## src/rtl/traffic_phase_ctrl.sv

```systemverilog
// Two-road intersection phase scheduler with prescaled tick and BCD countdown of ticks left in the phase.
// Pedestrian path (ped_req synchronizer, ped_pend, walk lamp) is built only when TRAFFIC_PED_EN is defined.
module traffic_phase_ctrl #(
  parameter int TICK_DIV     = 20000000,
  parameter int MAIN_GREEN_T = 45,
  parameter int YELLOW_T     = 8,
  parameter int ALL_RED_T    = 2,
  parameter int SIDE_GREEN_T = 20
) (
  input  logic       clk,
  input  logic       rst_n,
  input  logic       x,
  input  logic       ped_req,
  output logic [2:0] main_lamp,
  output logic [2:0] side_lamp,
  output logic       walk,
  output logic [2:0] phase,
  output logic [3:0] num,
  output logic [3:0] num1
);

  typedef enum logic [2:0] {
    MAIN_G = 3'd0,
    MAIN_Y = 3'd1,
    RED1   = 3'd2,
    SIDE_G = 3'd3,
    SIDE_Y = 3'd4,
    RED2   = 3'd5
  } phase_t;

  function automatic logic [7:0] to_bcd(input int v);
    to_bcd = {4'(v / 10), 4'(v % 10)};
  endfunction

  localparam int               DIV_W       = $clog2(TICK_DIV);
  localparam logic [DIV_W-1:0] DIV_LAST    = DIV_W'(TICK_DIV - 1);
  localparam logic [7:0]       BCD_MAIN_G  = to_bcd(MAIN_GREEN_T);
  localparam logic [7:0]       BCD_YELLOW  = to_bcd(YELLOW_T);
  localparam logic [7:0]       BCD_ALL_RED = to_bcd(ALL_RED_T);
  localparam logic [7:0]       BCD_SIDE_G  = to_bcd(SIDE_GREEN_T);

  localparam logic [2:0] LAMP_R = 3'b100;
  localparam logic [2:0] LAMP_Y = 3'b010;
  localparam logic [2:0] LAMP_G = 3'b001;

  function automatic logic [7:0] phase_len(input phase_t p);
    case (p)
      MAIN_Y, SIDE_Y: phase_len = BCD_YELLOW;
      RED1, RED2:     phase_len = BCD_ALL_RED;
      SIDE_G:         phase_len = BCD_SIDE_G;
      default:        phase_len = BCD_MAIN_G;
    endcase
  endfunction

  function automatic phase_t phase_succ(input phase_t p);
    case (p)
      MAIN_G:  phase_succ = MAIN_Y;
      MAIN_Y:  phase_succ = RED1;
      RED1:    phase_succ = SIDE_G;
      SIDE_G:  phase_succ = SIDE_Y;
      SIDE_Y:  phase_succ = RED2;
      default: phase_succ = MAIN_G;
    endcase
  endfunction

  // Free-running prescaler; deliberately not restarted on phase changes.
  logic [DIV_W-1:0] r_div_cnt;
  logic             w_tick;

  assign w_tick = (r_div_cnt == DIV_LAST);

  always_ff @(posedge clk or negedge rst_n) begin
    if (!rst_n) begin
      r_div_cnt <= '0;
    end else if (w_tick) begin
      r_div_cnt <= '0;
    end else begin
      r_div_cnt <= r_div_cnt + 1'b1;
    end
  end

  phase_t     r_phase;
  logic [7:0] r_rem;
  logic [2:0] r_main_lamp;
  logic [2:0] r_side_lamp;
  logic       r_walk;
  logic       r_walk_sel;

  phase_t     w_phase_next;
  logic [7:0] w_rem_next;
  logic [7:0] w_rem_dec;
  logic [2:0] w_main_next;
  logic [2:0] w_side_next;
  logic       w_walk_next;
  logic       w_walk_sel_next;
  logic       w_enter_side;
  logic       w_demand;

  logic r_x_meta;
  logic r_x_sync;
  logic r_car_pend;
  logic w_ped_pend;

  always_ff @(posedge clk or negedge rst_n) begin
    if (!rst_n) begin
      r_x_meta <= 1'b0;
      r_x_sync <= 1'b0;
    end else begin
      r_x_meta <= x;
      r_x_sync <= r_x_meta;
    end
  end

  always_ff @(posedge clk or negedge rst_n) begin
    if (!rst_n) begin
      r_car_pend <= 1'b0;
    end else if (w_enter_side) begin
      r_car_pend <= 1'b0;
    end else if ((r_phase != SIDE_G) && r_x_sync) begin
      r_car_pend <= 1'b1;
    end
  end

`ifdef TRAFFIC_PED_EN
  logic r_ped_meta;
  logic r_ped_sync;
  logic r_ped_pend;

  always_ff @(posedge clk or negedge rst_n) begin
    if (!rst_n) begin
      r_ped_meta <= 1'b0;
      r_ped_sync <= 1'b0;
      r_ped_pend <= 1'b0;
    end else begin
      r_ped_meta <= ped_req;
      r_ped_sync <= r_ped_meta;
      if (w_enter_side) begin
        r_ped_pend <= 1'b0;
      end else if ((r_phase != SIDE_G) && r_ped_sync) begin
        r_ped_pend <= 1'b1;
      end
    end
  end

  assign w_ped_pend = r_ped_pend;
`else
  // Button has no effect in this build; the walk path folds away to constant 0.
  assign w_ped_pend = 1'b0 & ped_req;
`endif

  assign w_demand = r_car_pend | w_ped_pend;

  // BCD decrement that saturates at 00.
  always_comb begin
    w_rem_dec = r_rem;
    if (r_rem[3:0] != 4'd0) begin
      w_rem_dec[3:0] = r_rem[3:0] - 4'd1;
    end else if (r_rem[7:4] != 4'd0) begin
      w_rem_dec[3:0] = 4'd9;
      w_rem_dec[7:4] = r_rem[7:4] - 4'd1;
    end
  end

  always_comb begin
    w_phase_next = r_phase;
    w_rem_next   = r_rem;
    if (w_tick) begin
      case (r_phase)
        MAIN_G: begin
          if (((r_rem == 8'h01) || (r_rem == 8'h00)) && w_demand) begin
            w_phase_next = MAIN_Y;
            w_rem_next   = phase_len(MAIN_Y);
          end else begin
            w_rem_next = w_rem_dec;
          end
        end
        MAIN_Y, RED1, SIDE_G, SIDE_Y, RED2: begin
          if (r_rem == 8'h01) begin
            w_phase_next = phase_succ(r_phase);
            w_rem_next   = phase_len(phase_succ(r_phase));
          end else begin
            w_rem_next = w_rem_dec;
          end
        end
        default: begin
          w_phase_next = MAIN_G;
          w_rem_next   = BCD_MAIN_G;
        end
      endcase
    end
  end

  // Lamps are decoded from the next phase so they register together with it.
  always_comb begin
    w_main_next = LAMP_R;
    w_side_next = LAMP_R;
    case (w_phase_next)
      MAIN_G:  w_main_next = LAMP_G;
      MAIN_Y:  w_main_next = LAMP_Y;
      SIDE_G:  w_side_next = LAMP_G;
      SIDE_Y:  w_side_next = LAMP_Y;
      default: begin
        w_main_next = LAMP_R;
        w_side_next = LAMP_R;
      end
    endcase
  end

  assign w_enter_side    = (r_phase != SIDE_G) && (w_phase_next == SIDE_G);
  assign w_walk_sel_next = w_enter_side ? w_ped_pend : r_walk_sel;
  assign w_walk_next     = (w_phase_next == SIDE_G) && w_walk_sel_next;

  always_ff @(posedge clk or negedge rst_n) begin
    if (!rst_n) begin
      r_phase     <= MAIN_G;
      r_rem       <= BCD_MAIN_G;
      r_main_lamp <= LAMP_G;
      r_side_lamp <= LAMP_R;
      r_walk      <= 1'b0;
      r_walk_sel  <= 1'b0;
    end else begin
      r_phase     <= w_phase_next;
      r_rem       <= w_rem_next;
      r_main_lamp <= w_main_next;
      r_side_lamp <= w_side_next;
      r_walk      <= w_walk_next;
      r_walk_sel  <= w_walk_sel_next;
    end
  end

  assign main_lamp = r_main_lamp;
  assign side_lamp = r_side_lamp;
  assign walk      = r_walk;
  assign phase     = r_phase;
  assign num       = r_rem[3:0];
  assign num1      = r_rem[7:4];

endmodule

```

## config.mk

```make
export PLATFORM = sky130hd
export DESIGN_NAME = traffic_phase_ctrl
export DESIGN_NICKNAME = d
export VERILOG_FILES = /design/src/rtl/traffic_phase_ctrl.sv
export SDC_FILE = /design/constraint.sdc
export NUM_CORES = 1
export LEC_CHECK = 0
export CAP_MARGIN = 25
export CORE_ASPECT_RATIO = 1.75
export CORE_MARGIN = 3
export CORE_UTILIZATION = 30
export CTS_CLUSTER_SIZE = 12
export DETAILED_ROUTE_END_ITERATION = 10
export GPL_ROUTABILITY_DRIVEN = 0
export PLACE_DENSITY = 0.49
export SKIP_LAST_GASP = 1
export SLEW_MARGIN = 20
export SYNTH_ARGS = -nofsm -noshare
export SYNTH_HDL_FRONTEND = slang
export SYNTH_SLANG_ARGS = --single-unit
```

## constraint.sdc

```tcl
create_clock -name clk -period 1.9 [get_ports clk]
set_input_delay 0.38 -clock clk [delete_from_list [all_inputs] [get_ports clk]]
set_output_delay 0.38 -clock clk [all_outputs]
set_load 0.02 [all_outputs]
```

==> impl_metrics.ini <==
[sta]
max_slew_margin = 0.726
fmax_mhz = 509
finalSetupViolations = 3
setup_ws_ps = -65.5
fin_crit_sh = 1.03
slew_viol_final = 0
worst_pin_slew_ps = 409
clock-skew-final_ps = 8.93
hold_viol = 0
min_period_ps = 1970
rsz0062_at_grt = true

[cts]
root_buffer = clkbuf_16
worstSkewPairLatency_ps = 290
hold_buffers = 0
cts_buffers = 5
cts_tree = yes
clockBufferDepth = 2
htree_num_levels = 2
cts.sinks = 47
clk_transition_reported_paths_ps = 70

[finish]
layout_commonest_cell = buf_4
syn_to_final_growth_pct = 42.9
insertedDiodeCount = 0
drive_gt1_frac = 0.329
nNetsFinal = 345
final_cell_mix = 53 x buf_4, 38 x dfrtp_1, 22 x nor2_1, 17 x nand2_1, 14 x clkdlybuf4s50_1

[synthesis]
ys_seq_area_frac = 0.477
yosysUniqueCellTypes = 50
synthArstFlopShare = 1.00
synth.avg_cell_area_um2 = 9.61
syn_area_um2 = 2480
synthCells = 258
syn_nets = 267
synth_edf_count = 0
ys.flop_type = dfrtp_1
synth.ff_latch_count = 47
yosysWarningCount = 0

[routing]
ant_nets = 0
wire_per_inst_um = 15.9
drc = 0
dr.pass1.iters = 4
vias = 2268
drt_iter0_markers = 107
viasPerCell = 5.31
drt-total-wl_um = 6800

[die]
core_area_um2 = 7960
die_area_um2 = 9430
num_io_pins = 22
std_cell_rows = 43
die-width_um = 74.7
die_y_um = 126
start_util = 0.311

[power]
p_leak_uw = 0.00160
ir_worst_vdd_mv = 0.344
powerDensity_nw_per_um2 = 576
total_power_uw = 2040

[setup_path]
end_kind = register
path_max_fanout = 4
critical_path_class = register to register
critPathLaunchType = register
ff2ff_path_depth = 6
required_ps = 2120
cp.arrival_ps = 2180

[flow_run]
cap_violations = 0

[grt]
track_usage = 0.158
grt_pass1_wl_um = 11400
grt_overflow = 0
grt_antenna_before_repair = 0
grt_pass1_vias = 2325
grt_max_degree = 48

[status]
outcome = finished with violations
violations = negative setup slack

[placement]
port_buffers = 20
dp_hpwl_um = 5080
pre_cts_ws_ps = -114

[worst_hold_path]
hold_path_class = input port to asynchronous set/reset pin
-- worst max-delay path: stages (launching register included) --
cell     delay (ps)
dfrtp_2         400
inv_2            80
ha_4            140
or3b_4          400
or4_4           430
or3_1           320
o22ai_1         110
-- logic make-up after synthesis --
kind of cell	after synthesis	synth area share
adder cells (fa/ha/maj)	5	0.0252
buffers and inverters	18	0.0308
flip-flops	47	0.477
AO/OA/AOI/OAI	55	0.146
AND/OR/NAND/NOR	113	0.250
XOR/XNOR	20	0.0707
-- state kept, by name (all words and copies together) (netlist names) --
name,cells
r_rem,8
side_lamp,3
r_div_cnt,25
r_x_sync,1
r_car_pend,1
r_x_meta,1
phase,3
main_lamp,3
walk,1
r_walk_sel,1
-- metal layers --
metal	GRT usage	vias to the layer above	wire [um]
li1	-	1099	-
met1	0.161	1117	2510
met2	0.298	37	3920
met3	0.0232	15	148
met4	0.0723	0	214
met5	0	-	0
-- final timing paths --
path	to	slack, ps	start
setup / recovery	r_rem[7]$_DFFE_PN0N_	-70	r_rem[1]$_DFFE_PN0N_
hold / removal	r_rem[3]$_DFFE_PN0N_	60	rst_n
setup reg to reg	r_rem[7]$_DFFE_PN0N_	-70	r_rem[1]$_DFFE_PN0N_
hold reg to reg	r_x_sync$_DFF_PN0_	380	r_x_meta$_DFF_PN0_
max in group asynchronous	r_rem[0]$_DFFE_PN1N_	1560	rst_n
min in group clk	r_x_sync$_DFF_PN0_	380	r_x_meta$_DFF_PN0_
-- area by class of cell --
type,instances,area (um2)
clock buffer,5,125
clock inverter,3,43.8
fill,790,4420
inverter,10,37.5
multi-input combinational,193,1370
sequential,47,1190
tap,90,113
timing repair buffer,79,671
-- power breakdown --
group / internal [uW] / switching, uW
sequential: 1000 / 0.732
combinational: 6.87 / 20.0
clock: 621 / 390
total: 1630 / 411
-- metrics by stage --
step	std cells	setup TNS, ps	cell area (um2)	util	hold WS, ps
floorplan	258	-293	2510	-	84.4
global placement	409	-457	3160	0.397	368
detailed placement	409	-556	3160	0.397	366
CTS	420	-153	3400	0.427	69.3
global route	427	-557	3540	0.445	79.8
finish	427	-89.7	3540	0.445	59.8
-- synthesized netlist by cell type (3+ instances only) --
cell,number,area share
ha_1,5,0.025
nand3_1,15,0.030
clkbuf_1,3,0.0045
and4_1,3,0.011
a21oi_1,12,0.024
dfrtp_1,42,0.42
xnor2_1,13,0.046
o211ai_1,6,0.018
nand2_1,17,0.026
a21o_1,3,0.0091
nor3_1,14,0.028
nor2b_1,3,0.0076
o21ai_0,10,0.020
dfstp_2,5,0.053
o21a_1,3,0.0091
a31oi_1,4,0.010
xor2_1,7,0.025
and2_1,3,0.0076
inv_1,10,0.015
nand4_1,6,0.015
nor4_1,4,0.010
nor2_1,22,0.033
buf_2,4,0.0081
and3_1,9,0.023
-- timing repair --
item	4_1_cts	5_1_grt
setup buffers	3	7
resized for setup	12	28
pin swaps	3	8
endpoints found under the setup margin	16	22
Note: power is estimated with default switching activity, not from simulation.
